**config.mk**
```make
export PLATFORM = sky130hd
export DESIGN_NAME = my_pe_vec_quant
export DESIGN_NICKNAME = d
export VERILOG_FILES = /design/src/rtl/my_pe_pkg.sv /design/src/rtl/my_requant.sv /design/src/rtl/my_pe_vec_quant.sv
export SDC_FILE = /design/constraint.sdc
export NUM_CORES = 2
export LEC_CHECK = 0
export ABC_AREA = 1
export CAP_MARGIN = 5
export CORE_MARGIN = 2
export CORE_UTILIZATION = 48
export DETAILED_ROUTE_END_ITERATION = 6
export GPL_ROUTABILITY_DRIVEN = 0
export PLACE_DENSITY_LB_ADDON = 0.1
export SLEW_MARGIN = 10
export SYNTH_ARGS = -nofsm -noshare
export SYNTH_HDL_FRONTEND = slang
export SYNTH_SLANG_ARGS = --single-unit
```
**constraint.sdc**
```tcl
create_clock -name aclk -period 19.9 [get_ports aclk]
set_input_delay 3.98 -clock aclk [delete_from_list [all_inputs] [get_ports aclk]]
set_output_delay 3.98 -clock aclk [all_outputs]
set_load 0.02 [all_outputs]
```
**src/rtl/my_pe_pkg.sv**
```systemverilog
// Shared widths and constant helpers for the quantized PE family.
package my_pe_pkg;

  localparam int LANES_D        = 4;
  localparam int DATA_WIDTH_D   = 8;
  localparam int RESULT_WIDTH_D = 32;
  localparam int SCALE_WIDTH_D  = 16;
  localparam int OUT_WIDTH_D    = 8;
  localparam int SHIFT_WIDTH    = 6;

  // Full-precision width of one lane product.
  function automatic int prod_width(input int data_width);
    return 2 * data_width;
  endfunction

  // Width that holds the sum of all lane products without overflow.
  function automatic int sum_width(input int data_width, input int lanes);
    return 2 * data_width + $clog2(lanes);
  endfunction

  // Most negative value of an n-bit signed number.
  function automatic longint min_q(input int n);
    return -(64'sd1 <<< (n - 1));
  endfunction

  // Most positive value of an n-bit signed number.
  function automatic longint max_q(input int n);
    return (64'sd1 <<< (n - 1)) - 64'sd1;
  endfunction

endpackage

```
**src/rtl/my_requant.sv**
```systemverilog
// Requantizer: scale multiply, round-half-up shift, zero-point add, saturate.
// Two register stages; its own valid in/out so other PEs can reuse it.
module my_requant
  import my_pe_pkg::*;
#(
  parameter int RESULT_WIDTH = RESULT_WIDTH_D,
  parameter int SCALE_WIDTH  = SCALE_WIDTH_D,
  parameter int OUT_WIDTH    = OUT_WIDTH_D
) (
  input  logic                           clk,
  input  logic                           rst_n,
  input  logic                           in_valid,
  input  logic signed [RESULT_WIDTH-1:0] acc,
  input  logic        [SCALE_WIDTH-1:0]  scale,
  input  logic        [SHIFT_WIDTH-1:0]  shift,
  input  logic signed [OUT_WIDTH-1:0]    zero_point,
  output logic                           out_valid,
  output logic signed [OUT_WIDTH-1:0]    qout,
  output logic                           sat
);

  localparam int PW = RESULT_WIDTH + SCALE_WIDTH + 1;
  // Headroom for a rounding constant of up to 2^62 on top of the product.
  localparam int RW = ((PW > 64) ? PW : 64) + 2;
  localparam logic signed [RW-1:0] Q_MIN = RW'(min_q(OUT_WIDTH));
  localparam logic signed [RW-1:0] Q_MAX = RW'(max_q(OUT_WIDTH));

  logic                          v3;
  logic signed [PW-1:0]          p_q;
  logic        [SHIFT_WIDTH-1:0] shift_q;
  logic signed [OUT_WIDTH-1:0]   zp_q;

  logic signed [RW-1:0]          p_ext;
  logic signed [RW-1:0]          rnd;
  logic signed [RW-1:0]          rounded;
  logic signed [RW-1:0]          val;
  logic        [SHIFT_WIDTH-1:0] shift_m1;
  logic signed [OUT_WIDTH-1:0]   q_next;
  logic                          sat_next;

  // S3: full-width signed product of accumulator and unsigned scale.
  always_ff @(posedge clk or negedge rst_n) begin
    if (!rst_n) begin
      v3      <= 1'b0;
      p_q     <= '0;
      shift_q <= '0;
      zp_q    <= '0;
    end else begin
      v3 <= in_valid;
      if (in_valid) begin
        p_q     <= acc * $signed({1'b0, scale});
        shift_q <= shift;
        zp_q    <= zero_point;
      end
    end
  end

  assign p_ext    = RW'(p_q);
  assign shift_m1 = shift_q - SHIFT_WIDTH'(1);
  assign rnd      = RW'(1) << shift_m1;
  assign rounded  = (shift_q == '0) ? p_ext : ((p_ext + rnd) >>> shift_q);
  assign val      = rounded + RW'(zp_q);

  // Clamp to the signed output range and flag when it bites.
  always_comb begin
    // NOTE: every output gets a default first so no path can infer a latch.
    q_next   = val[OUT_WIDTH-1:0];
    sat_next = 1'b0;
    if (val < Q_MIN) begin
      q_next   = Q_MIN[OUT_WIDTH-1:0];
      sat_next = 1'b1;
    end else if (val > Q_MAX) begin
      q_next   = Q_MAX[OUT_WIDTH-1:0];
      sat_next = 1'b1;
    end
  end

  // S4: publish result; qout/sat hold between pulses.
  always_ff @(posedge clk or negedge rst_n) begin
    if (!rst_n) begin
      out_valid <= 1'b0;
      qout      <= '0;
      sat       <= 1'b0;
    end else begin
      out_valid <= v3;
      if (v3) begin
        qout <= q_next;
        sat  <= sat_next;
      end
    end
  end

endmodule

```
**src/rtl/my_pe_vec_quant.sv**
```systemverilog
// LANES-wide signed dot-product accumulator with per-vector requantization.
module my_pe_vec_quant
  import my_pe_pkg::*;
#(
  parameter int LANES        = LANES_D,
  parameter int DATA_WIDTH   = DATA_WIDTH_D,
  parameter int RESULT_WIDTH = RESULT_WIDTH_D,
  parameter int SCALE_WIDTH  = SCALE_WIDTH_D,
  parameter int OUT_WIDTH    = OUT_WIDTH_D
) (
  input  logic                             aclk,
  input  logic                             aresetn,
  input  logic                             valid,
  input  logic                             first,
  input  logic                             last,
  input  logic [LANES*DATA_WIDTH-1:0]      ain,
  input  logic [LANES*DATA_WIDTH-1:0]      bin,
  input  logic [SCALE_WIDTH-1:0]           scale,
  input  logic [SHIFT_WIDTH-1:0]           shift,
  input  logic signed [OUT_WIDTH-1:0]      zero_point,
  output logic                             acc_valid,
  output logic signed [RESULT_WIDTH-1:0]   acc_out,
  output logic                             qvalid,
  output logic signed [OUT_WIDTH-1:0]      qout,
  output logic                             sat
);

  localparam int PW = prod_width(DATA_WIDTH);
  localparam int SW = sum_width(DATA_WIDTH, LANES);

  logic signed [PW-1:0]           prod_q [LANES];
  logic                           v1, f1, l1;
  logic [SCALE_WIDTH-1:0]         scale1, scale2;
  logic [SHIFT_WIDTH-1:0]         shift1, shift2;
  logic signed [OUT_WIDTH-1:0]    zp1, zp2;
  logic                           last2;
  logic signed [SW-1:0]           sum_w;
  logic signed [RESULT_WIDTH-1:0] sum;

  // S1: per-lane products and beat markers; requant settings captured on last.
  always_ff @(posedge aclk or negedge aresetn) begin
    if (!aresetn) begin
      // NOTE: the product bank is a handful of flops, not a RAM, so it is
      // reset like any other pipeline register.
      for (int i = 0; i < LANES; i++) prod_q[i] <= '0;
      v1     <= 1'b0;
      f1     <= 1'b0;
      l1     <= 1'b0;
      scale1 <= '0;
      shift1 <= '0;
      zp1    <= '0;
    end else begin
      // NOTE: non-blocking everywhere here so each stage sees the previous
      // cycle's values regardless of statement order.
      for (int i = 0; i < LANES; i++)
        prod_q[i] <= $signed(ain[i*DATA_WIDTH +: DATA_WIDTH]) *
                     $signed(bin[i*DATA_WIDTH +: DATA_WIDTH]);
      v1 <= valid;
      f1 <= valid & first;
      l1 <= valid & last;
      if (valid && last) begin
        scale1 <= scale;
        shift1 <= shift;
        zp1    <= zero_point;
      end
    end
  end

  // Adder tree over the registered lane products.
  always_comb begin
    sum_w = '0;
    for (int i = 0; i < LANES; i++) sum_w = sum_w + SW'(prod_q[i]);
  end

  assign sum = RESULT_WIDTH'(sum_w);

  // S2: reload or accumulate (wrapping); forward requant settings with last.
  always_ff @(posedge aclk or negedge aresetn) begin
    if (!aresetn) begin
      acc_valid <= 1'b0;
      acc_out   <= '0;
      last2     <= 1'b0;
      scale2    <= '0;
      shift2    <= '0;
      zp2       <= '0;
    end else begin
      acc_valid <= v1;
      last2     <= v1 & l1;
      if (v1) acc_out <= f1 ? sum : acc_out + sum;
      if (v1 && l1) begin
        scale2 <= scale1;
        shift2 <= shift1;
        zp2    <= zp1;
      end
    end
  end

  my_requant #(
    .RESULT_WIDTH (RESULT_WIDTH),
    .SCALE_WIDTH  (SCALE_WIDTH),
    .OUT_WIDTH    (OUT_WIDTH)
  ) u_requant (
    .clk        (aclk),
    .rst_n      (aresetn),
    .in_valid   (acc_valid & last2),
    .acc        (acc_out),
    .scale      (scale2),
    .shift      (shift2),
    .zero_point (zp2),
    .out_valid  (qvalid),
    .qout       (qout),
    .sat        (sat)
  );

endmodule

```
==> run metrics <==
status finished with violations; failing checks design-rule violations; CTS tree built; smallest hold slack 457.8 ps; Final Core Density 0.5137; largest family of logic cells by synthesized area adder cells; clock root cell clkbuf_16; Yosys reg bits 235; Remaining Overflow, GRT 0; CTS clock-pin slew for the worst setup and hold paths ~70 ps; pin count of the biggest net entering global routing 100; core area ~0.11 mm^2; die width 340.1 um; Clock H-tree levels 1; routed len/inst 19.83 um; cell count after placement between 9000 and 10000; reg-to-reg slack, setup ~9900 ps; post-layout min period 10010 ps; Clock Latency Late Sink about 600 ps; initial antenna violation count 6; final net count ~9000; Post-Synth XOR/XNOR Area 0.03050; port bufs around 140; Final setup viols 0; Commonest cells post-synth nand2_1, inv_1, fa_1; compound-gate portion of the synthesized area 0.09212; fraction of synthesized area in multiplexers 0.0003691; Max Cap Viol 0; FMAX ~100 MHz; setup tns final 0 ps; Worst Setup Start Kind flop; CP endpoint kind flop; syn avg cell area approximately 7 um^2; Hold Crit Class reg2reg; clk buf depth 3; adder-cell share of the synthesized area 0.3698; Synth Cell Area 0.05423 mm^2; top post-synthesis cells by area fa_1, nand2_1, inv_1; crit path capture u_requant.qout[3]; post-CTS sizing 0; Final Max Tran Viols 0; area grow syn2layout 6.411%; unrepaired setup endpoints after global routing no; first-pass GRT wire length just under 300000 um; CP max stage cell buf_4; worst r2r dst u_requant.qout[3]; drt first-iter violations ~4800; prevailing post-synth register cell dfrtp_1; Initial Util 0.4827; post-route ant nets 0; R2R Path Start u_requant.shift_q[2]; Worst R2R Path Depth 53; fin cells ~9300; most frequent cell after synthesis nand2_1; Crit Path Max Fanout 73; layout cells sized above 1 0.03045; post-CTS setup buffer count 0; Std-Cell Rows 123; routed wire length 184100 um; CTS Sinks around 240; Post-CTS Hold Fix Bufs 0; drt drc 2; cell mode on critical path nand2_1; Slew headroom 0.2014; CP arrival about 10000 ps; Crit Path Category reg2reg; # fillers approximately 11000; Yosys warning count 0; worst slew pin tran ~1200 ps; routed vias/inst ~5.5; post-synth top area cell fa_1; Syn Nets 9109; Post-Synth Simple-Gate Area 0.2632; hpwl dp approximately 150000 um; full die area ~0.12 mm^2; Die Y roughly 340 um; DRT Pass-1 Iters 7; fraction of registers with async set or reset after synthesis 1.000; num ports 142; CTS Buf Count 27; post-synth top area share 0.2750; Critical Path Source u_requant.shift_q[2]; crit-path max cell delay around 600 ps; Hold Fails Final Rpt 0; post-synthesis sequential area ratio 0.1084; Post-Syn Instances slightly below 8000; vias in the first global route between 50000 and 60000; Worst EP required just over 20000 ps; Netlist cell types 53; Post-synth EDFFs 0; Total GRT Usage 0.3204; vias slightly above 50000; final worst-path cycle share 0.5029; Layout Skew roughly 29 ps
==> how the worst min path moves through the flow <==
stage                       startpoint             endpoint  slack (ps)  cells after the start
after global routing        scale1[12]           scale2[12]         490                      2
after global placement      scale1[11]           scale2[11]         450                      2
after CTS                    scale1[9]            scale2[9]         460                      2
after detailed placement    scale1[11]           scale2[11]         460                      2
final                        scale1[9]            scale2[9]         460                      2
after floorplan           u_requant.v3  u_requant.out_valid         350                      0
==> cell type report <==
| class | instances | area, um^2 | area share |
|---|---|---|---|
| timing repair buffer | 203 | 1882 | 0.03261 |
| antenna | 1 | 2.502 | 0.00004336 |
| multi-input combinational | 5671 | 41010 | 0.7105 |
| sequential | 235 | 5892 | 0.1021 |
| clock buffer | 35 | 745.7 | 0.01292 |
| inverter | 1627 | 6107 | 0.1058 |
| tap | 1500 | 1877 | 0.03252 |
| clock inverter | 13 | 198.9 | 0.003447 |
==> layer usage <==
| metal | part of all wire | global-route usage | vias up | routed length (um) |
|---|---|---|---|---|
| met5 | 0.00034 | 0 | - | 62 |
| met4 | 0.059 | 0.1543 | 10 | 10810 |
| met3 | 0.080 | 0.04982 | 453 | 14680 |
| met2 | 0.45 | 0.5140 | 2144 | 83050 |
| met1 | 0.41 | 0.4243 | 24206 | 75470 |
| li1 | - | - | 23891 | - |
==> placed cells by master (no fill, tap or decap), drive strengths merged, types with 63 or more instances in the layout <==
cell type      instances
a21oi                405
o21ai                298
xnor2                 79
nor2                 552
dfrtp                235
nand3                691
nand2               2020
fa                   745
xor2                 109
inv                 1624
buf                   63
ha                   411
clkdlybuf4s50        140
==> registers in the layout (all words and copies together), names as in the netlist, 8 cells and up <==
register / count
prod_q: 64
u_requant.p_q: 49
scale1: 16
zp1: 8
u_requant.zp_q: 8
zp2: 8
u_requant.qout: 8
scale2: 16
acc_out: 32
==> worst max-delay path, delay by kind of cell, from the launching register on <==
kind                     cells  cell delay, ps
XOR/XNOR                     1             170
AND/OR/NAND/NOR             36            5420
adder cells (fa/ha/maj)      3            1180
AO/OA/AOI/OAI                3             690
buffers and inverters       10            1890
flip-flops                   1             500
==> kinds of logic after synthesis <==
kind of cell	after synthesis
AO/OA/AOI/OAI	896
adder cells (fa/ha/maj)	1156
multiplexers	2
flip-flops	235
buffers and inverters	1948
AND/OR/NAND/NOR	3429
XOR/XNOR	188
==> through the flow <==
step                area, um^2  setup WS (ps)
finish                   57710           9892
global placement         56760          10360
global route             57710           9254
CTS                      57710          10260
floorplan                54230          11750
detailed placement       56760          10310
Power is not shown: default switching activity piles up to over one toggle a cycle in this logic, so the estimate is an artifact.
